--- config.mk ---
export PLATFORM = sky130hd
export DESIGN_NAME = alu
export DESIGN_NICKNAME = d
export VERILOG_FILES = /design/src/rtl/alu.sv
export SDC_FILE = /design/constraint.sdc
export NUM_CORES = 1
export LEC_CHECK = 0
export ABC_AREA = 1
export BUFFER_PORTS_ARGS = -buffer_cell sky130_fd_sc_hd__buf_2
export CORE_MARGIN = 2
export CORE_UTILIZATION = 55
export DETAILED_ROUTE_END_ITERATION = 16
export PLACE_DENSITY = 0.77
export SYNTH_ARGS = -nofsm -noshare
export SYNTH_HDL_FRONTEND = slang
export SYNTH_SLANG_ARGS = --single-unit
--- constraint.sdc ---
create_clock -name CLK -period 7.85 [get_ports CLK]
set_clock_uncertainty 0.05 [all_clocks]
set_input_delay 1.57 -clock CLK [delete_from_list [all_inputs] [get_ports CLK]]
set_output_delay 1.57 -clock CLK [all_outputs]
set_load 0.1 [all_outputs]
--- src/rtl/alu.sv ---
// ---------------------------------------------------------------------------
// alu -- combinational 16-op ALU with a registered status (flag) register.
//
// Ports
//   CLK    in   rising-edge clock, used only by the status register
//   RST_N  in   asynchronous active-low reset (clears SR only)
//   ABUS   in   [WIDTH-1:0] operand A
//   BBUS   in   [WIDTH-1:0] operand B
//   FSEL   in   [3:0] operation select
//   CIN    in   carry-in, consumed only by RLC / RRC
//   FLGEN  in   status-register load enable
//   FOUT   out  [WIDTH-1:0] result (combinational)
//   Z,S,C,V out zero / sign / carry-borrow / overflow flags (combinational)
//   SR     out  [3:0] registered flags {V,C,S,Z}
// ---------------------------------------------------------------------------
module alu #(
  parameter int WIDTH = 16
) (
  input  logic             CLK,
  input  logic             RST_N,
  input  logic [WIDTH-1:0] ABUS,
  input  logic [WIDTH-1:0] BBUS,
  input  logic [3:0]       FSEL,
  input  logic             CIN,
  input  logic             FLGEN,
  output logic [WIDTH-1:0] FOUT,
  output logic             Z,
  output logic             S,
  output logic             C,
  output logic             V,
  output logic [3:0]       SR
);

  localparam int MSB = WIDTH - 1;

  localparam logic [3:0] OP_TSA = 4'h0;
  localparam logic [3:0] OP_INC = 4'h1;
  localparam logic [3:0] OP_DEC = 4'h2;
  localparam logic [3:0] OP_ADD = 4'h3;
  localparam logic [3:0] OP_SUB = 4'h4;
  localparam logic [3:0] OP_AND = 4'h5;
  localparam logic [3:0] OP_OR  = 4'h6;
  localparam logic [3:0] OP_XOR = 4'h7;
  localparam logic [3:0] OP_NOT = 4'h8;
  localparam logic [3:0] OP_SHL = 4'h9;
  localparam logic [3:0] OP_SHR = 4'hA;
  localparam logic [3:0] OP_ASR = 4'hB;
  localparam logic [3:0] OP_RLC = 4'hC;
  localparam logic [3:0] OP_RRC = 4'hD;

  localparam logic [WIDTH:0] ONE_W = {{WIDTH{1'b0}}, 1'b1};

  // One extra bit on every adder: the top bit is the carry (add) or the
  // borrow (subtract, two's-complement wraparound sets it when A < B).
  logic [WIDTH:0] add_w, sub_w, inc_w, dec_w;
  logic [WIDTH-1:0] res;
  logic c_flag, v_flag;
  logic [3:0] sr_q, sr_d;

  assign add_w = {1'b0, ABUS} + {1'b0, BBUS};
  assign sub_w = {1'b0, ABUS} - {1'b0, BBUS};
  assign inc_w = {1'b0, ABUS} + ONE_W;
  assign dec_w = {1'b0, ABUS} - ONE_W;

  always_comb begin
    res    = '0;
    c_flag = 1'b0;
    v_flag = 1'b0;
    unique case (FSEL)
      OP_TSA: res = ABUS;
      OP_INC: begin
        res    = inc_w[MSB:0];
        c_flag = inc_w[WIDTH];
        v_flag = ~ABUS[MSB] & inc_w[MSB];
      end
      OP_DEC: begin
        res    = dec_w[MSB:0];
        c_flag = dec_w[WIDTH];
        v_flag = ABUS[MSB] & ~dec_w[MSB];
      end
      OP_ADD: begin
        res    = add_w[MSB:0];
        c_flag = add_w[WIDTH];
        v_flag = (ABUS[MSB] == BBUS[MSB]) & (add_w[MSB] != ABUS[MSB]);
      end
      OP_SUB: begin
        res    = sub_w[MSB:0];
        c_flag = sub_w[WIDTH];
        v_flag = (ABUS[MSB] != BBUS[MSB]) & (sub_w[MSB] != ABUS[MSB]);
      end
      OP_AND: res = ABUS & BBUS;
      OP_OR:  res = ABUS | BBUS;
      OP_XOR: res = ABUS ^ BBUS;
      OP_NOT: res = ~ABUS;
      OP_SHL: begin
        res    = {ABUS[MSB-1:0], 1'b0};
        c_flag = ABUS[MSB];
        v_flag = ABUS[MSB] ^ ABUS[MSB-1];
      end
      OP_SHR: begin
        res    = {1'b0, ABUS[MSB:1]};
        c_flag = ABUS[0];
        v_flag = ABUS[MSB];
      end
      OP_ASR: begin
        res    = {ABUS[MSB], ABUS[MSB:1]};
        c_flag = ABUS[0];
      end
      OP_RLC: begin
        res    = {ABUS[MSB-1:0], CIN};
        c_flag = ABUS[MSB];
        v_flag = ABUS[MSB] ^ ABUS[MSB-1];
      end
      OP_RRC: begin
        res    = {CIN, ABUS[MSB:1]};
        c_flag = ABUS[0];
        v_flag = CIN ^ ABUS[MSB];
      end
      default: ; // reserved codes: zero result, Z=1 via the zero detect below
    endcase
  end

  assign FOUT = res;
  assign Z    = ~|res;
  assign S    = res[MSB];
  assign C    = c_flag;
  assign V    = v_flag;

  assign sr_d = FLGEN ? {v_flag, c_flag, res[MSB], ~|res} : sr_q;

  always_ff @(posedge CLK or negedge RST_N) begin
    if (!RST_N) sr_q <= 4'b0000;
    else        sr_q <= sr_d;
  end

  assign SR = sr_q;

endmodule

* After elaboration in Yosys (flattened, before gate mapping)
Cells that the tools add are included.
** Cells by class
- Add/subtract/negate cells :: 4
- Eq/ne operators :: 17
- Mux-type cells :: 3
- Bitwise logic cells :: 12
- Reduce and logical (&&, ||, !) cells :: 5
** Operators with widths (count)
- $pmux 16 s14 :: 1
- $eq 4x4->1 const B :: 6
- $add 16x1->17 const B :: 1
- $add 16x16->17 :: 1
- $sub 16x1->17 const B :: 1
- $sub 16x16->17 :: 1
- $and 16x16->16 :: 1
- $eq 4x3->1 const B :: 4
- $not 16->16 :: 1
- $or 16x16->16 :: 1
- $reduce_or 16->1 :: 1
- $xor 16x16->16 :: 1
- $eq 4x2->1 const B :: 2
- $pmux 1 s7 :: 1
- $pmux 1 s6 :: 1
- $and 1x1->1 :: 4
- $eq 4x1->1 const B :: 1
- $logic_not 4->1 :: 1
- $ne 1x1->1 :: 3
- $reduce_or 3->1 :: 1
- $not 1->1 :: 2
- $reduce_or 2->1 :: 1
- $xor 1x1->1 :: 2
- $eq 1x1->1 :: 1
- $logic_not 1->1 :: 1
** Storage, ports and cells
- Register bits after elaboration :: 4
- Bits of input ports :: 40
- Output and inout bits :: 24
- Word-level logic and storage cells :: 42

* Longest topological paths before layout
- Depth after elaboration :: 4
- Mapped depth :: 21
- Mapped depth without buffers :: 19

* Least setup slack after synthesis
Ideal clock, no wire load.
- Path kind :: input to output
- From :: input port ABUS[0]
- To :: output port Z
- Arrival :: 4.834 ns
- Required time :: 6.230 ns
- Path slack :: 1.396 ns
- Cell stages on the path :: 13
- Buffers on the path :: 0
- Cell sequence :: inv_1 > ha_1 > fa_1 > inv_1 > nand2_1 > nand3_1 > nand2_1 > nand3_1 > nand4_1 > nor2_1 > nand2_1 > nor2_1 > and3_1
** Between the ends
- Longest elaborated chain between the ends :: 4
- Elaborated cells on any way between the ends :: 11
- Those cells by class :: add/sub (4); mux (1); bitwise (4); reduce/logical (2)
** RTL lines
- start, declared :: RTL line 21 : input logic [WIDTH-1:0] ABUS,
- $sub 16x16->17, or another cell as far along :: RTL line 61 : assign sub_w = {1'b0, ABUS} - {1'b0, BBUS};
- $pmux 16 s14 (*) :: RTL line 69 : unique case (FSEL)
- net FOUT[4] :: RTL line 26 : output logic [WIDTH-1:0] FOUT,
- $reduce_or 16->1 (*) :: RTL line 124 : assign Z = ~|res;
- $logic_not 1->1 (*) :: RTL line 124
- end, declared :: RTL line 27 : output logic Z,
The timed path passes the listed nets; every way through them passes the cells marked *.

* Worst setup path in the final report
- From :: input port ABUS[8]
- To :: output port Z
** Between the ends
- Longest elaborated chain between the ends :: 4
- Elaborated cells on any way between the ends :: 11
- Those cells by class :: add/sub (4); mux (1); bitwise (4); reduce/logical (2)
** RTL lines (RTL line)
- $sub 16x16->17, or another cell as far along :: 61
- $pmux 16 s14 (*) :: 69
- $reduce_or 16->1 (*) :: 124
- $logic_not 1->1 (*) :: 124
Every way passes the cells marked *; elsewhere a longest branch is shown, timed or not.

==> results.toml <==
[worst_setup_path]
crit_type = "in2out"
cp-start-kind = "input port"
cp_max_fo = 10
cp.arrival_ns = 4.78
worstPathRequired_ns = 6.23
cp-end-kind = "output pin"

[floorplanning]
dieArea_mm2 = 0.009060
rows = 33
fp.dieW_um = 95.19
ios = 64
dieHeight_um = 95.19
core_mm2 = 0.008134
initial_utilization_pct = 56.22

[logic_synthesis]
synthCells = 937
ys_seq_area_share_pct = 2.189
synth.distinct_cells = 32
synth_top_area_cell = "nand2_1"
ys_top_cells_by_area = "nand2_1 (26%), ha_1 (15%), nand3_1 (12%), inv_1 (11%), nor2_1 (11%)"
synth_top_area_share_pct = 25.94
ys_warn_count = 0
ys_seq_elements = 4
syn-num-nets = 1032
syn_area_mm2 = 0.004573
avgSynthCellArea_um2 = 4.881

[route]
vias_per_cell = 5.731
drt_iter0_markers = 866
wl_per_cell_um = 15.80
wl_met3_mm = 2.276
wl_met2_mm = 7.322
wl_mm = 17.06
dr_total_vias = 6189
drtAntennaViolNets = 0
drc = 0
met1_length_mm = 6.762
drt_pass1_iterations = 8
highest_layer = "met4"

[place]
dpl_cell_area_mm2 = 0.004861
place_hpwl_mm = 13.65
post-place-ws_ns = 1.564
gp_congestion = 1.031
portBuffers = 63

[sta]
fin_crit_ns = 6.398
fin_crit_sh_pct = 81.50
fin_ws_ns = 1.452
maxSlewHeadroom_pct = 27.55
rsz0062_at_grt = "no"
hold_violations = 0
maxSlewViolCount = 0
tns_ns = 0
worstMarginPinSlew_ns = 1.083
finalSetupViolations = 0
max_freq_mhz = 156.3

[run]
maxCapViolCount = 0

[finish]
layout_common_cells = "nand2_1 (316), inv_1 (140), nor2_1 (138)"
drive_gt1_share_pct = 8.000
syn_to_final_growth_pct = 7.196
num_antenna_cells = 0
utilization_pct = 60.27
final_area_mm2 = 0.004902
final_nets = 1072
multiInputGateArea_mm2 = 0.003774
fillers = 897
largest_reg_flops = 4
layout_commonest_cell = "nand2_1"
final-seq-area_um2 = 100.1

[pwr]
power_mw = 0.4816
p_leak_nw = 2.911
vdd_drop_max_mv = 0.07314
power_density_mw_per_mm2 = 98.24

[cts]
cts_htree_levels = 1
holdBufCountCts = 0
cts_tree = "built"
cts_setup_buffers = 0
cts_made_buffers = 3
cts_buffer_depth = 2
clk_latency_ns = 0.22
clock_sinks = 4
path_clk_slew_ns = 0.03
cts_resized = 0
clk_root_buffer_cell = "clkbuf_8"

[global_route]
grt_max_degree = 16
grt_pass1_vias = 5445
gr-total-overflow = 0
antenna_found_initial = 0
track_usage_pct = 37.59
grt_pass1_wl_mm = 26.51

[run_status]
status = "finished, final reports clean"

[hold_path]
holdCritPathClass = "reg2reg"
## routing by layer
metal | track usage (%) | vias to the layer above
met4 | 13.41 | 0
met3 | 7.352 | 63
met1 | 50.28 | 2672
met2 | 59.80 | 414
met5 | 0 | -
li1 | - | 3040
## cell families after synthesis
group                    count (synthesis)  share of synthesized area [%]
AND/OR/NAND/NOR                        613                          55.76
XOR/XNOR                                 2                         0.3831
flip-flops                               4                          2.189
AO/OA/AOI/OAI                           92                          11.00
adder cells (fa/ha/maj)                 55                          15.38
buffers and inverters                  171                          15.29
## worst max-delay path, cell delays in order
cell and delay (ns):
buf_2 0.21, clkinv_1 0.26, ha_1 0.56, inv_1 0.12, nand2_1 0.08, nand2_1 0.08
nand2_1 0.07, nand2_1 0.06, a21oi_1 0.37, nand3_1 0.14, nand2_1 0.09, nor2_1 0.04
nor2_1 0.28, nand2_1 0.09, nor2_1 0.13, and3_1 0.19, buf_2 0.44
## per-stage QoR
stage,hold slack [ns],instances
after floorplan,0.9292,937
after CTS,0.4280,1080
final,0.4217,1080
after detailed placement,0.4166,1077
after global routing,0.4546,1080
after global placement,0.4128,1077
## report_power, final
part	switching [mW]	internal, mW	leakage, nW
Sequential	0.000879	0.0227	0.0533
Combinational	0.322	0.0921	2.84
Clock	0.0111	0.0327	0.0216
Total	0.334	0.147	2.91
## worst paths after layout
path / startpoint / end / slack [ns] / depth (start not counted)
max in group asynchronous: RST_N / SR[0] / 6.52 / 1
min in group asynchronous: RST_N / SR[2] / 1.10 / 1
max: ABUS[8] / Z / 1.45 / 17
min: SR[2] / SR[2] / 0.42 / 2
min reg2reg: SR[2] / SR[2] / 0.42 / 2
max reg2reg: SR[1] / SR[1] / 7.16 / 2
## synthesized netlist by cell type
library cell  number
clkinv_1           1
nor4_1             1
o21bai_1           2
nor2_2             3
clkbuf_1           3
nor3_1             8
dfrtp_1            4
a31oi_1            2
or2_2              7
o31ai_1            1
nand4_1           21
o211ai_1           4
buf_6              2
o22ai_1            5
a22oi_1            4
and3_1             2
and2_1             2
inv_2              1
inv_1            140
fa_1               2
buf_4              5
nor2_1           138
ha_1              53
buf_2             19
a221oi_1           1
nand2_1          316
a21oi_1           33
xor2_1             2
nand3b_1           2
nand3_1          113
o21ai_0           39
a211oi_1           1
## cell type report
type	instances	share of cell area, %
Timing Repair Buffer	64	6.585
Inverter	142	10.87
Multi-Input combinational cell	762	76.98
Tap cell	105	2.680
Clock buffer	3	0.8423
Sequential cell	4	2.042
Power figures use the tool's default switching activity.
